**config.mk**
```make
export PLATFORM = sky130hd
export DESIGN_NAME = div_iter_hs
export DESIGN_NICKNAME = d
export VERILOG_FILES = /design/src/rtl/div_pkg.sv /design/src/rtl/div_sign_fix.sv /design/src/rtl/div_iter_hs.sv
export SDC_FILE = /design/constraint.sdc
export NUM_CORES = 1
export LEC_CHECK = 0
export ABC_CLOCK_PERIOD_IN_PS = 4000
export BUFFER_PORTS_ARGS = -buffer_cell sky130_fd_sc_hd__buf_2
export CAP_MARGIN = 20
export CORE_MARGIN = 1
export CORE_UTILIZATION = 55
export CTS_BUF_LIST = sky130_fd_sc_hd__clkbuf_16
export DETAILED_ROUTE_END_ITERATION = 10
export HOLD_SLACK_MARGIN = 0.03
export PLACE_DENSITY_LB_ADDON = 0.3
export SYNTH_ARGS = -nofsm -noshare
export SYNTH_HDL_FRONTEND = slang
export SYNTH_SLANG_ARGS = --single-unit
```
**constraint.sdc**
```tcl
create_clock -name clk -period 4 [get_ports clk]
set_clock_uncertainty 0.05 [all_clocks]
set_input_delay 0.4 -clock clk [delete_from_list [all_inputs] [get_ports clk]]
set_output_delay 0.4 -clock clk [all_outputs]
set_load 0.02 [all_outputs]
```
**src/rtl/div_pkg.sv**
```systemverilog
// Shared types and constants for the iterative handshaked divider.
package div_pkg;

   typedef enum logic [1:0] {
      IDLE,
      CALC,
      FIX,
      DONE
   } state_t;

   // Every bit of a divide-by-zero quotient is filled with this value.
   localparam logic DIV0_Q_BIT = 1'b1;

   function automatic int cnt_width(input int width);
      return (width > 1) ? $clog2(width) : 1;
   endfunction

endpackage

```
**src/rtl/div_sign_fix.sv**
```systemverilog
// Conditional two's-complement negation of a wide and a narrow lane.
// Used for operand magnitudes on entry and for sign correction on exit.
module div_sign_fix #(
   parameter int WA = 40,
   parameter int WB = 32
) (
   input  logic [WA-1:0] wide_in,
   input  logic          wide_neg,
   input  logic [WB-1:0] narrow_in,
   input  logic          narrow_neg,
   output logic [WA-1:0] wide_out,
   output logic [WB-1:0] narrow_out
);

   assign wide_out   = wide_neg   ? -wide_in   : wide_in;
   assign narrow_out = narrow_neg ? -narrow_in : narrow_in;

endmodule

```
**src/rtl/div_iter_hs.sv**
```systemverilog
// Handshaked restoring divider: one quotient bit per cycle, MSB first,
// with optional two's-complement sign handling and a pass-through tag.
module div_iter_hs
   import div_pkg::*;
#(
   parameter int A_WIDTH   = 40,
   parameter int B_WIDTH   = 32,
   parameter int TC_MODE   = 0,
   parameter int TAG_WIDTH = 4
) (
   input  logic                 clk,
   input  logic                 rst,
   input  logic                 in_valid,
   output logic                 in_ready,
   input  logic [A_WIDTH-1:0]   a,
   input  logic [B_WIDTH-1:0]   b,
   input  logic [TAG_WIDTH-1:0] tag_in,
   output logic                 out_valid,
   input  logic                 out_ready,
   output logic [A_WIDTH-1:0]   quotient,
   output logic [B_WIDTH-1:0]   remainder,
   output logic                 divide_by_0,
   output logic [TAG_WIDTH-1:0] tag_out
);

   localparam int CW = cnt_width(A_WIDTH);

   state_t state, state_next;

   logic [A_WIDTH-1:0]   dvd;        // dividend shifts out, quotient shifts in
   logic [B_WIDTH-1:0]   dvs;
   logic [B_WIDTH-1:0]   prem;
   logic                 sign_a, sign_b;
   logic [TAG_WIDTH-1:0] tag_q;
   logic [CW-1:0]        cnt;

   logic                 b_zero, neg_a, neg_b;
   logic [A_WIDTH-1:0]   a_mag, q_fix;
   logic [B_WIDTH-1:0]   b_mag, r_fix, diff;
   logic [B_WIDTH:0]     trial;
   logic                 ge;

   assign in_ready  = (state == IDLE);
   assign out_valid = (state == DONE);
   assign b_zero    = (b == '0);
   assign neg_a     = (TC_MODE != 0) && a[A_WIDTH-1];
   assign neg_b     = (TC_MODE != 0) && b[B_WIDTH-1];

   div_sign_fix #(.WA(A_WIDTH), .WB(B_WIDTH)) u_abs (
      .wide_in    (a),
      .wide_neg   (neg_a),
      .narrow_in  (b),
      .narrow_neg (neg_b),
      .wide_out   (a_mag),
      .narrow_out (b_mag)
   );

   div_sign_fix #(.WA(A_WIDTH), .WB(B_WIDTH)) u_fix (
      .wide_in    (dvd),
      .wide_neg   (sign_a ^ sign_b),
      .narrow_in  (prem),
      .narrow_neg (sign_a),
      .wide_out   (q_fix),
      .narrow_out (r_fix)
   );

   // The true difference always fits in B_WIDTH bits whenever it is kept.
   assign trial = {prem, dvd[A_WIDTH-1]};
   assign ge    = (trial >= {1'b0, dvs});
   assign diff  = trial[B_WIDTH-1:0] - dvs;

   always_comb begin
      // NOTE: default first so every path assigns state_next and no latch is inferred.
      state_next = state;
      unique case (state)
         IDLE:    if (in_valid) state_next = b_zero ? DONE : CALC;
         CALC:    if (cnt == '0) state_next = FIX;
         FIX:     state_next = DONE;
         DONE:    if (out_ready) state_next = IDLE;
         default: state_next = IDLE;
      endcase
   end

   // NOTE: sequential state uses non-blocking assignments so all registers update together.
   always_ff @(posedge clk) begin
      if (rst) begin
         state       <= IDLE;
         quotient    <= '0;
         remainder   <= '0;
         divide_by_0 <= 1'b0;
         tag_out     <= '0;
      end else begin
         state <= state_next;
         if (state == IDLE && in_valid && b_zero) begin
            quotient    <= {A_WIDTH{DIV0_Q_BIT}};
            remainder   <= a[B_WIDTH-1:0];
            divide_by_0 <= 1'b1;
            tag_out     <= tag_in;
         end else if (state == FIX) begin
            quotient    <= q_fix;
            remainder   <= r_fix;
            divide_by_0 <= 1'b0;
            tag_out     <= tag_q;
         end
      end
   end

   // NOTE: working registers carry no reset; they are always loaded on accept before use.
   always_ff @(posedge clk) begin
      unique case (state)
         IDLE: if (in_valid) begin
            dvd    <= a_mag;
            dvs    <= b_mag;
            prem   <= '0;
            sign_a <= neg_a;
            sign_b <= neg_b;
            tag_q  <= tag_in;
            cnt    <= CW'(A_WIDTH - 1);
         end
         CALC: begin
            prem <= ge ? diff : trial[B_WIDTH-1:0];
            dvd  <= {dvd[A_WIDTH-2:0], ge};
            cnt  <= cnt - 1'b1;
         end
         default: ;
      endcase
   end

endmodule

```
==> metrics.cfg, run 1 <==
[floorplan]
start_util_pct = 56.2
num_io_pins = 159
dieArea_mm2 = 0.0181
die_h_um = 135
num_rows = 48
core_mm2 = 0.0172
dieWidth_um = 135

[detailed_routing]
met3_length_um = 1760
dr.pass1.iters = 5
antenna_left = 0
routed.top_layer = met4
met1_length_um = 10900
drt-total-wl_um = 23500
wl_met2_um = 10500
drc = 0
detail_route.vias_per_cell = 5.95
routed-via-count = 7520
wl_per_cell_um = 18.6
drt_iter0_drc = 590

[setup_path]
end_kind = flop
timing.rr.end = prem[27]$_SDFFCE_PN0P_
reg2regPathDepth = 10
worst-path-buf-inv = 0
crit_chain = ha_1, nand3_1, o21bai_4, a211o_1, a21oi_2, o21ai_2, a211oi_4, o21a_2, o21ai_2, o32ai_2
crit_slowest_cell = o21a_2
cp_top_family = compound AO/OA/AOI/OAI gates
cp_max_fo = 30
crit_top_cell = o21ai_2
worstPathArrival_ns = 3.60
rrSetupSlack_ns = 0.62
cpPeakStageDelay_ns = 0.62
r2r-start = prem[1]$_SDFFCE_PN0P_
path_class = reg -> reg
startpoint = prem[1]$_SDFFCE_PN0P_
cp-start-kind = flop
critPathCapture = prem[27]$_SDFFCE_PN0P_
required_ns = 4.22
cp.depth = 10

[sta]
maxSlewViolCount = 0
final-hold-violation-count = 0
worst_slack_ns = 0.625
worst_pin_slew_ns = 1.08
min_period_ns = 3.38
relSlewSlack_pct = 28.1
period_share_pct = 84.4
rsz0062_at_grt = false
fmax_mhz = 296
setup_violations = 0
setup_tns_ns = 0

[layout]
post-route-util_pct = 65.2
instances_no_fill = 1263
drive_above_1_share_pct = 24.1
final_cell_mix = buf_2, edfxtp_1, a21oi_1, dfxtp_1, mux2i_1
fin_area_mm2 = 0.0112
area_growth_pct = 16.0
nNetsFinal = 1143
final_common_cell = buf_2

[clock_tree]
numCtsBuffers = 17
cts_root_buffer = clkbuf_16
cts_hold_buf = 0
cts_resized = 0
cts_tree = done
clkLatencyLatePin_ns = 0.44
ctsHtreeMaxLevel = 4
clkSinkCount = 193
cts_buffer_depth = 2
clkTransAtPathRegs_ns = 0.07
postCtsSetupBuffers = 0

[logic_synthesis]
netlist_area_mm2 = 0.00968
syn_inst = 888
async_reset_ff_share_pct = 0
synth_edf_count = 114
ys_seq_area_share_pct = 51.7
syn_nets = 1007
ys_ff_latch = 193
synth.distinct_cells = 52
ys_warn_count = 0
synth-main-ff-cell = edfxtp_1
syn_avg_cell_area_um2 = 10.9

[placement]
placed_cells = 1229
gp_congestion = 0.908
pre_cts_slack_ns = 0.690
dpl.hpwl_um = 16200
dpl_cell_area_mm2 = 0.0107
portBuffers = 158

[power_and_ir_drop]
p_leak_uw = 0.00454
ir_drop_mv = 0.619
power_density_mw_per_mm2 = 858

[global_route]
grt_pass1_wl_um = 37300
first_global_vias = 7039
track_usage_pct = 26.6
grt_max_degree = 79
overflow = 0
antenna_found_initial = 1

[worst_hold_path]
hold_path_class = in -> reg

[run_status]
status = finished clean

[job]
drv_cap = 0

-- Yosys cell counts, types with 5 or more instances --
cell type	count	share of area [%]
nand2b_1	5	0.32
edfxtp_1	114	35
o21a_1	6	0.47
nand2_1	28	1.1
and3_1	8	0.52
xor2_1	7	0.63
clkbuf_1	38	1.5
a21o_1	20	1.6
dfxtp_1	79	16
buf_1	6	0.23
nor2_1	60	2.3
nand4_1	5	0.32
o21ai_0	40	2.1
inv_1	47	1.8
ha_1	38	4.9
mux2i_1	78	8.1
a21oi_1	90	4.7
nand3_1	33	1.7
mux2_2	39	4.5
xnor2_1	16	1.4
buf_2	5	0.26
a211oi_1	52	4.0
nor4_1	8	0.52
nor3_1	14	0.72
-- logic make-up (layout without fill, tap and decap cells) --
group / Yosys count / after routing / synth area share [%]
flip-flops: 193 / 193 / 51.7
XOR/XNOR: 23 / 23 / 2.08
other: 0 / 1 / 0
AND/OR/NAND/NOR: 175 / 175 / 8.49
buffers and inverters: 98 / 247 / 3.98
adder cells (fa/ha/maj): 39 / 39 / 5.12
multiplexers: 117 / 117 / 12.6
AO/OA/AOI/OAI: 243 / 243 / 16.0
-- power breakdown --
group / internal [uW] / switching [uW] / leakage, uW
clock: 804 / 795 / 0.000263
sequential: 3030 / 467 / 0.00173
combinational: 1820 / 2730 / 0.00255
-- cell type report --
type,count,area (um2)
diodes,1,2.50
clock buffers,17,425
clock inverters,15,114
fillers,1367,6010
inverters,47,176
multi-input cells,597,4330
flip-flops and latches,193,5000
well taps,225,282
repair buffers,168,898
-- worst min path at each step --
| stage | from | endpoint | depth (start not counted) |
|---|---|---|---|
| after global routing | tag_in[0] | tag_q[0]$_DFFE_PP_ | 1 |
| final | b[12] | dvs[12]$_DFFE_PP_ | 1 |
| after detailed placement | divide_by_0$_SDFFE_PP0P_ | divide_by_0$_SDFFE_PP0P_ | 2 |
| after global placement | divide_by_0$_SDFFE_PP0P_ | divide_by_0$_SDFFE_PP0P_ | 2 |
| after CTS | b[12] | dvs[12]$_DFFE_PP_ | 1 |
| after floorplan | b[0] | dvs[0]$_DFFE_PP_ | 0 |
-- through the flow --
step / power [uW] / hold slack (ns)
finish: 9640 / 0.0970
global route: 10200 / 0.0891
CTS: 9580 / 0.0884
global placement: 7890 / 0.413
detailed placement: 7970 / 0.416
floorplan: 6780 / 0.449
-- sequential cells by signal, indices dropped and copies added, names as in the netlist --
name         cells
tag_out          4
tag_q            4
dvd             40
divide_by_0      1
quotient        40
state            2
prem            32
remainder       32
cnt              6
dvs             32
-- metal layers --
| layer | global-route usage, % | up-vias |
|---|---|---|
| met5 | 0 | - |
| met4 | 7.93 | 0 |
| met3 | 4.88 | 23 |
| met2 | 40.6 | 314 |
| met1 | 38.6 | 3590 |
| li1 | - | 3593 |
No activity file was read; power rests on OpenSTA's default activity.
==> run 2: changes to the inputs <==
ABC_CLOCK_PERIOD_IN_PS = 2800   (was 4000)
CORE_UTILIZATION = 51   (was 55)
clock period = 2.8 ns   (was 4 ns; I/O delays follow)
==> run 2 against run 1 <==
  * The run now ends with DRC, setup timing left
  * Largest power group unchanged
  * Die area is 7.7% higher
  * Flip-flop and latch count did not move
  * First-iteration DRC count shrank 8.3%
  * Final cell count grew 12%
  * Routed wire length grew 9.3%
  * Via count rose by 6.5%
  * Total power rose by 65%
  * Core utilization increased by 4.0 points
  * Register-to-register slack worse by 0.68 ns
  * Combinational power increased by 88%
  * Largest cell class unchanged
==> metrics.cfg, run 2 (synthesized netlist as in run 1, its figures left out) <==
[detailed_routing]
met1_length_um = 11800  ; was 10900 um
detail_route.vias_per_cell = 5.68  ; was 5.95
dr.pass1.iters = 8  ; was 5
routed-via-count = 8010  ; was 7520
drt_iter0_drc = 541  ; was 590
routed.top_layer = met4  ; unchanged
wl_per_cell_um = 18.2  ; was 18.6 um
drc = 1  ; was 0
wl_met2_um = 11800  ; was 10500 um
drt-total-wl_um = 25700  ; was 23500 um
antenna_left = 0  ; unchanged
met3_length_um = 1630  ; was 1760 um

[power_and_ir_drop]
p_sw_share_pct = 40.5  ; was 41.4%
p_leak_uw = 0.00529  ; was 0.00454 uW
clock_power_share_pct = 15.1  ; was 16.6%
combPwrFrac_pct = 53.6  ; was 47.2%
power_density_mw_per_mm2 = 1240  ; was 858 mW/mm2
ir_drop_mv = 0.639  ; was 0.619 mV
seq_power_share_pct = 31.3  ; was 36.3%
power.switching_uw = 6450  ; was 3990 uW
total_power_uw = 15900  ; was 9640 uW
internal_power_uw = 9480  ; was 5650 uW

[floorplan]
dieWidth_um = 140  ; was 135 um
num_io_pins = 159  ; unchanged
die_h_um = 140  ; was 135 um
dieArea_mm2 = 0.0195  ; was 0.0181 mm2
start_util_pct = 51.9  ; was 56.2%
core_mm2 = 0.0186  ; was 0.0172 mm2
num_rows = 50  ; was 48

[layout]
final_cell_mix = buf_2, edfxtp_1, buf_4, a21oi_1, dfxtp_1  ; was buf_2, edfxtp_1, a21oi_1, dfxtp_1, mux2i_1
num-fill-cells = 1386  ; was 1367
num_antenna_cells = 0  ; was 1
nNetsFinal = 1283  ; was 1143
post-route-util_pct = 69.2  ; was 65.2%
fin_area_mm2 = 0.0129  ; was 0.0112 mm2
drive_above_1_share_pct = 35.7  ; was 24.1%
final_common_cell = buf_2  ; unchanged
area_growth_pct = 33.2  ; was 16.0%
top_regs = dvd: 40 flops, quotient: 40 flops  ; unchanged

[sta]
min_period_ns = 2.85  ; was 3.38 ns
relSlewSlack_pct = 54.2  ; was 28.1%
period_share_pct = 102  ; was 84.4%
maxSlewViolCount = 0  ; unchanged
fmax_mhz = 351  ; was 296 MHz
worst_pin_slew_ns = 0.687  ; was 1.08 ns
rsz0062_at_grt = true  ; was false
worst_slack_ns = -0.0515  ; was 0.625 ns
setup_violations = 1  ; was 0
final-hold-violation-count = 0  ; unchanged
whs_ns = 0.0382  ; was 0.0970 ns

[setup_path]
worst-path-buf-inv = 1  ; was 0
crit_slowest_cell = edfxtp_1  ; was o21a_2
required_ns = 2.90  ; was 4.22 ns
worstPathArrival_ns = 2.95  ; was 3.60 ns
cp-start-kind = flop  ; unchanged
cpPeakStageDelay_ns = 0.44  ; was 0.62 ns
path_class = reg -> reg  ; unchanged
cp_max_fo = 5  ; was 30
crit_chain = ha_1, nor2b_4, o21bai_4, a211o_1, a21oi_4, o21ai_4, buf_4, a211oi_1, o21ai_0, o211ai_1, a21oi_1  ; was ha_1, nand3_1, o21bai_4, a211o_1, a21oi_2, o21ai_2, a211oi_4, o21a_2, o21ai_2, o32ai_2
end_kind = flop  ; unchanged
cp_top_family = compound AO/OA/AOI/OAI gates  ; unchanged

[global_route]
grt_pass1_wl_um = 39600  ; was 37300 um
overflow = 0  ; unchanged
first_global_vias = 7515  ; was 7039
antenna_found_initial = 0  ; was 1
track_usage_pct = 26.0  ; was 26.6%
grt_max_degree = 52  ; was 79

[clock_tree]
clkLatencyLatePin_ns = 0.44  ; about the same
clkTransAtPathRegs_ns = 0.08  ; was 0.07 ns
ctsHtreeMaxLevel = 4  ; unchanged
numCtsBuffers = 17  ; unchanged
cts_buffer_depth = 2  ; unchanged
cts_tree = done  ; unchanged
clkSinkCount = 193  ; unchanged
cts_root_buffer = clkbuf_16  ; unchanged

[placement]
dpl.hpwl_um = 18000  ; was 16200 um
dpl_cell_area_mm2 = 0.0114  ; was 0.0107 mm2
portBuffers = 158  ; unchanged
gp_congestion = 0.947  ; was 0.908

[worst_hold_path]
hold_path_class = in -> reg  ; unchanged

[job]
drv_cap = 0  ; unchanged

[run_status]
failed_checks = DRC, setup timing
status = complete, but fails checks  ; was finished clean

-- run 2: changes by cell type in the layout (fill, tap and decap cells not counted), moves of 10 or more --
| cell | change |
|---|---|
| a21oi_2 | +10 |
| o21ai_0 | -13 |
| dlygate4sd3_1 | +35 |
| ha_4 | +11 |
| a21oi_1 | -11 |
| nand3_2 | +16 |
| nand3_1 | -16 |
| buf_4 | +94 |
| ha_1 | -13 |
| o21ai_1 | +10 |
-- run 2: per-layer routing --
metal  up-vias  GRT usage (%)
met5         -              0
met4         0           7.58
met3        40           4.96
met2       310           40.6
met1      3793           36.8
li1       3867              -
-- run 2: final timing paths --
| path | slack [ns] | cells past startpoint | from | to |
|---|---|---|---|---|
| worst min-delay path | 0.04 | 1 | b[3] | dvs[3]$_DFFE_PP_ |
| worst min register to register | 0.42 | 2 | divide_by_0$_SDFFE_PP0P_ | divide_by_0$_SDFFE_PP0P_ |
| worst max register to register | -0.05 | 11 | prem[0]$_SDFFCE_PN0P_ | prem[25]$_SDFFCE_PN0P_ |
| worst max-delay path | -0.05 | 11 | prem[0]$_SDFFCE_PN0P_ | prem[25]$_SDFFCE_PN0P_ |
-- run 2: power groups by stage --
stage | sequential (uW) | combinational (uW) | clock (uW)
after global placement | 4950 | 7350 | 0
after floorplan | 5080 | 4580 | 0
after CTS | 4930 | 7830 | 2430
after global routing | 5060 | 9240 | 2560
final | 4980 | 8530 | 2410
after detailed placement | 4980 | 7450 | 0
-- run 2: area by class of cell --
class                   count  area, um2  share of cell area (%)
inverters                  47        176                    1.37
flip-flops and latches    193       5000                    38.8
clock buffers              17        425                    3.30
repair buffers            308       2110                    16.3
well taps                 234        293                    2.27
multi-input cells         597       4740                    36.8
clock inverters            15        150                    1.16
-- run 2: timing repair --
| item | CTS | global route |
|---|---|---|
| setup endpoints to repair | 33 | 33 |
| hold buffers | 35 | 0 |
| pin swaps | 21 | 31 |
| endpoints found under the hold margin | 35 | 0 |
| cloned | 0 | 0 |
| gates resized for setup | 43 | 50 |
| buffers inserted | 5 | 12 |
-- run 2: through the flow --
stage	cells	setup WS [ns]	TNS, ns
2_1_floorplan	888	0.0336	0
4_1_cts	1400	-0.0504	-0.331
6_report	1411	-0.0515	-0.0515
3_5_place_dp	1329	-0.216	-3.67
3_3_place_gp	1329	-0.168	-1.87
5_1_grt	1411	-0.110	-1.48
